===== src/rtl/gate_test_pkg.sv =====
// Shared constants for the gate_test block: gate function encodings and counter width.
package gate_test_pkg;

    localparam logic [1:0] MODE_AOI = 2'd0;
    localparam logic [1:0] MODE_AO  = 2'd1;
    localparam logic [1:0] MODE_OAI = 2'd2;
    localparam logic [1:0] MODE_XOR = 2'd3;

    localparam int unsigned CNT_W = 8;

endpackage


===== src/rtl/gate_test_core.sv =====
// Combinational gate evaluator: selects one of four 6-input gate functions by mode.
module gate_test_core
    import gate_test_pkg::*;
(
    input  logic       A,
    input  logic       B,
    input  logic       C,
    input  logic       D,
    input  logic       E,
    input  logic       F,
    input  logic [1:0] mode,
    output logic       f
);

    always_comb begin
        f = 1'b0;
        unique case (mode)
            MODE_AOI: f = ~((A & B) | (C & D) | (E & F));
            MODE_AO:  f =   (A & B) | (C & D) | (E & F);
            MODE_OAI: f = ~((A | B) & (C | D) & (E | F));
            MODE_XOR: f = A ^ B ^ C ^ D ^ E ^ F;
            default:  f = 1'b0;
        endcase
    end

endmodule


===== config.mk =====
export PLATFORM = sky130hd
export DESIGN_NAME = gate_test_core
export DESIGN_NICKNAME = d
export VERILOG_FILES = /design/src/rtl/gate_test_pkg.sv /design/src/rtl/gate_test_core.sv
export SDC_FILE = /design/constraint.sdc
export NUM_CORES = 1
export LEC_CHECK = 0
export ABC_AREA = 1
export CAP_MARGIN = 20
export CORE_AREA = 2 2 39 41
export DETAILED_ROUTE_END_ITERATION = 8
export DIE_AREA = 0 0 41 43
export SYNTH_ARGS = -nofsm -noshare
export SYNTH_HDL_FRONTEND = slang
export SYNTH_SLANG_ARGS = --single-unit

===== constraint.sdc =====
create_clock -name vclk -period 1.8
set_input_delay 0.36 -clock vclk [all_inputs]
set_output_delay 0.36 -clock vclk [all_outputs]
set_load 0.02 [all_outputs]

==> Yosys cells after proc, flatten, opt, wreduce, memory -nomap -nowiden <==
Cells that the tools add are included.
{ "classes": {"eq_ne": 3, "n_mux": 1, "n_bitwise": 17, "n_reduce_logical": 1} }
{ "op_table": {"columns": ["op", "count"], "rows": [
  ["$and 1x1->1", 5],
  ["$or 1x1->1", 5],
  ["$xor 1x1->1", 5],
  ["$eq 2x2->1 const B", 2],
  ["$pmux 1 s4", 1],
  ["$eq 2x1->1 const B", 1],
  ["$logic_not 2->1", 1],
  ["$not 1->1", 2]
]} }
{ "totals": {"ff_bits": 0, "input_bits": 8} }

==> Depth between registers and ports, before layout <==
Gate-level depths: netlist of the first run.
{ "depth": {"depth_word": 6, "ltp_mapped": 10} }

==> Least setup slack after synthesis of the first run <==
No wires, ideal clock.
{ "synth_path": {"path_kind": "input to output", "from": "input port A", "to": "output port f", "t_arrival_ps": 1211, "t_required_ps": 1440, "slack_ps": 229, "path_stages": 10, "n_path_buf": 0, "path_cell_list": "inv_1 -> ha_1 -> inv_1 -> nand2_2 -> nand2_1 -> nand2_1 -> nand3_1 -> nand3_1 -> nand2_1 -> nand3_2"} }
{ "synth_between": {"elab_chain_cells": 6, "word_cells_on_any_way": 14} }
{ "synth_rtl": {"columns": ["item", "line_no", "text"], "rows": [
  ["from (decl)", "gate_test_core.sv:5", "input logic A,"],
  ["$xor 1x1->1 (5 in a row)", "gate_test_core.sv:21", "MODE_XOR: f = A ^ B ^ C ^ D ^ E ^ F;"],
  ["$pmux 1 s4 (*)", "gate_test_core.sv:17", "unique case (mode)"],
  ["to (decl)", "gate_test_core.sv:12", "output logic f"]
]} }
Mark *: on every way between the ends. The rest lies on a longest branch, timed or not.

==> Worst setup path after layout of the first run <==
{ "layout_path": {"from": "input port B", "to": "output port f"} }
{ "layout_between": {"elab_chain_cells": 6, "word_cells_on_any_way": 14} }
{ "layout_rtl": {"columns": ["item", "line_no", "text"], "rows": [
  ["from (decl)", "gate_test_core.sv:6", "input logic B,"],
  ["$xor 1x1->1 (5 in a row)", "gate_test_core.sv:21", null],
  ["$pmux 1 s4 (*)", "gate_test_core.sv:17", null]
]} }
Marks and branches as above.

==> results.tsv, run 1 <==
metric	value	unit
path_cells	buf_2 -> inv_2 -> ha_4 -> nand2_2 -> nand2_1 -> nand2_1 -> nand3_2 -> nand3_2 -> nand2_2 -> nand3_2 -> buf_6	
syn_nets	47	
hp-class	in2out	
status	completed	
max_stage_delay	0.29	ns
finalCritPeriodShare	0.945	
cp-start-kind	primary input	
io_buffers	9	
antenna_found_initial	0	
dr_total_vias	230	
area_delta_synth_final	77.4	%
met2_usage	0.113	
synthesis.area	183	um2
synth.top_cells.by_area	nand2_1, nand3_1, inv_1	
wl	455	um
powerDensity	252	nW/um2
yosysTopAreaCellShare	0.226	
critPathKind	in2out	
layout.nets	59	
syn_area_per_cell	4.94	um2
ant_nets	0	
path_max_fanout	3	
seq_cells	0	
post-synth-top-area-cell	nand2_1	
postCtsSetupBuffers	0	
routed_via_density	3.65	
stdcell_count	63	
required	1.44	ns
rows	14	
drv_cap	0	
post_drt_wl_per_cell	7.22	um
p_leak	0.188	nW
io_pins	9	
antenna_cells	0	
final.setup.tns	0	ns
finalHoldViolCount	0	
fillers	166	
globalplace.congestion	0.795	
grt_max_degree	5	
drive_gt1_frac	0.383	
cp.arrival	1.34	ns
coreArea	1380	um2
end_kind	output pin	
worst_pin_slew	0.166	ns
maxSlewViolCount	0	
slowest_stage	ha_4	
synth_cells	37	
synthMostInstantiatedCell	nand2_1	
die_w	41	um
rsz0062_at_grt	false	
clockBufferCount	0	
path_common_cell	nand3_2	
grt.busiest_layer	met2	
period_needed	1.70	ns
seq_area_frac_synth	0	
grt_pass1_wl	772	um
drc	0	
synth_commonest_cells	nand2_1, inv_1, nand3_1, nor2_1	
die_h	43	um
drt-pass1-iter-count	1	
dpl.cell_count	63	
start_util	0.132	
grt.total_usage	0.0579	
yosysWarnings	0	
ys_types	10	
hpwl	371	um
die_area	1760	um2
first_iter_violations	0	
setup-violations-final	0	
grt_overflow	0	
ir_drop	0.0000532	V
grt_pass1_vias	217	
grt.met3_usage	0	
grtUsageMet1	0.0696	
fmax	0.588	GHz
seqCellArea	0	um2
max_slew_margin	0.889	
==> through the flow <==
step	hold WS, ns	setup slack, ns	total power, mW	utilization	instance area [um2]
global route	1.21	0.000339	0.0917	0.234	324
CTS	1.29	0.0475	0.0764	0.222	307
detailed placement	1.91	-0.858	0.0732	0.217	300
finish	1.17	0.0982	0.0818	0.234	324
floorplan	0.922	0.229	0.0394	-	183
global placement	1.91	-0.854	0.0724	0.217	300
==> cell families after synthesis <==
family,synth area share
fa+ha+maj,0.137
simple gates,0.699
buf+inv,0.164
==> layer usage <==
layer  vias up  part of all wire
li1        133                 -
met1        93              0.42
met2         4              0.56
met3         0             0.015
met4         0                 0
met5         -                 0
==> where the power goes <==
group	internal, mW	switching, mW	leakage (nW)
sequential	0	0	0
combinational	0.0392	0.0426	0.188
clock	0	0	0
total	0.0392	0.0426	0.188
==> repair_timing <==
item	4_1_cts	5_1_grt
pin swaps	6	4
endpoints found under the hold margin	0	0
gates resized for setup	24	5
endpoints found under the setup margin	1	1
hold buffers	0	0
==> final timing paths <==
check  startpoint  to  slack (ns)  depth (start not counted)
min       mode[0]   f        1.17                          5
max             B   f         0.1                         11
==> cell usage in the layout (no fill, tap or decap) <==
cell	Yosys	routed
nand2_1	11	9
nor2_1	4	4
nand3_2	1	4
inv_1	7	4
dlygate4sd2_1	0	4
ha_1	2	1
dlymetal6s2s_1	0	1
nand3b_1	1	1
nand2_2	2	4
inv_4	0	1
inv_2	1	3
nand3_1	7	4
nor2_2	1	1
buf_6	0	1
buf_4	0	1
clkdlybuf4s50_1	0	1
ha_4	0	1
buf_2	0	2
==> area by class of cell <==
class	count	area [um2]	share of cell area
multi-input cells	29	185	0.571
repair buffers	10	86.3	0.266
inverters	8	32.5	0.100
well taps	16	20.0	0.0618
==> critical path: cells and delay by family <==
family,cells,cell delay [ns]
buffers and inverters,3,0.27
and+or+nand+nor,7,0.44
adders and majority gates,1,0.29
Power figures use the tool's default switching activity.
==> run 2, diff against run 1 <==
GPL_TIMING_DRIVEN = 0   (was not set)
PLACE_DENSITY = 0.45   (was not set)
==> results.tsv, run 2 (synthesized netlist as in run 1, its figures left out) <==
metric	value	unit
status	completed	
rows	14	
ir_drop	0.0000524	V
post_drt_wl_per_cell	6.68	um
required	1.44	ns
path_max_fanout	3	
path_delay_family	simple AND/OR/NAND/NOR gates	
antenna_found_initial	0	
max_slew_margin	0.901	
finalHoldViolCount	0	
area_delta_synth_final	65.8	%
first_iter_violations	4	
ant_nets	0	
final_common_cell	nand2_1	
die_area	1760	um2
clockBufferCount	0	
dpl.cell_count	62	
place_ws	-0.863	ns
worst_pin_slew	0.148	ns
start_util	0.132	
layout_common_cells	nand2_1, nand3_1	
seqCellArea	0	um2
drc	0	
finalCritPeriodShare	0.951	
layout.nets	58	
hpwl	343	um
grt_max_degree	5	
grt_pass1_vias	172	
drv_cap	0	
routed_via_density	3.53	
stdcell_count	62	
dr_total_vias	219	
path_cells	buf_2 -> inv_2 -> ha_4 -> inv_2 -> nand2_2 -> nand3_1 -> nand3_1 -> nand3_1 -> nand2_1 -> nand3_2 -> buf_6	
powerDensity	244	nW/um2
hp-class	in2out	
io_buffers	9	
cp.arrival	1.35	ns
seq_cells	0	
period_needed	1.71	ns
cp-start-kind	primary input	
coreArea	1380	um2
critPathKind	in2out	
wl	414	um
die_h	43	um
max_stage_delay	0.28	ns
postCtsSetupBuffers	0	
path_common_cell	nand3_1	
end_kind	output pin	
drt-pass1-iter-count	4	
p_leak	0.179	nW
grt_pass1_wl	676	um
drive_gt1_frac	0.283	
fmax	0.584	GHz
rsz0062_at_grt	false	
worst_slack	0.0873	ns
grt_overflow	0	
cp.buffers_inverters	4	
slowest_stage	ha_4	
antenna_cells	0	
maxSlewViolCount	0	
globalplace.congestion	0.706	
setup-violations-final	0	
io_pins	9	
grt.total_usage	0.0509	
die_w	41	um
## run 2: final timing paths
check	start	endpoint	slack [ns]	cells past startpoint
max	B	f	0.09	11
min	mode[0]	f	1.16	4
## run 2: worst min-delay path: stages
cell and delay (ns):
dlymetal6s2s_1 0.15, nand3b_1 0.11, nand3_2 0.08, buf_6 0.11
## run 2: routing by layer
| metal | track usage | share of wire | vias up |
|---|---|---|---|
| li1 | - | - | 131 |
| met1 | 0.0791 | 0.48 | 83 |
| met2 | 0.0813 | 0.46 | 5 |
| met3 | 0 | 0.056 | 0 |
| met4 | 0 | 0 | 0 |
| met5 | 0 | 0 | - |
## run 2: area by class of cell
cell class	count	area [um2]
inverter	8	30.0
tap	16	20.0
multi-input combinational	29	168
fill	165	1080
timing repair buffer	9	85.1
## run 2: per-stage QoR
| stage | setup TNS (ns) | utilization | power, mW | area (um2) | hold WS [ns] |
|---|---|---|---|---|---|
| 2_1_floorplan | 0 | - | 0.0394 | 183 | 0.922 |
| 3_3_place_gp | -0.875 | 0.212 | 0.0715 | 293 | 1.91 |
| 3_5_place_dp | -0.863 | 0.212 | 0.0713 | 293 | 1.91 |
| 4_1_cts | 0 | 0.212 | 0.0733 | 294 | 1.29 |
| 5_1_grt | 0 | 0.219 | 0.0832 | 303 | 1.22 |
| 6_report | 0 | 0.219 | 0.0739 | 303 | 1.16 |
## run 2: report_power, final
part / internal (mW) / leakage [nW] / switching (mW) / total (mW)
clock: 0 / 0 / 0 / 0
sequential: 0 / 0 / 0 / 0
combinational: 0.0364 / 0.179 / 0.0375 / 0.0739
total: 0.0364 / 0.179 / 0.0375 / 0.0739
## run 2: what timing repair did
item,in CTS,in global routing
endpoints found under the setup margin,1,1
hold buffers,0,0
pin swaps,4,4
gates resized for setup,23,2
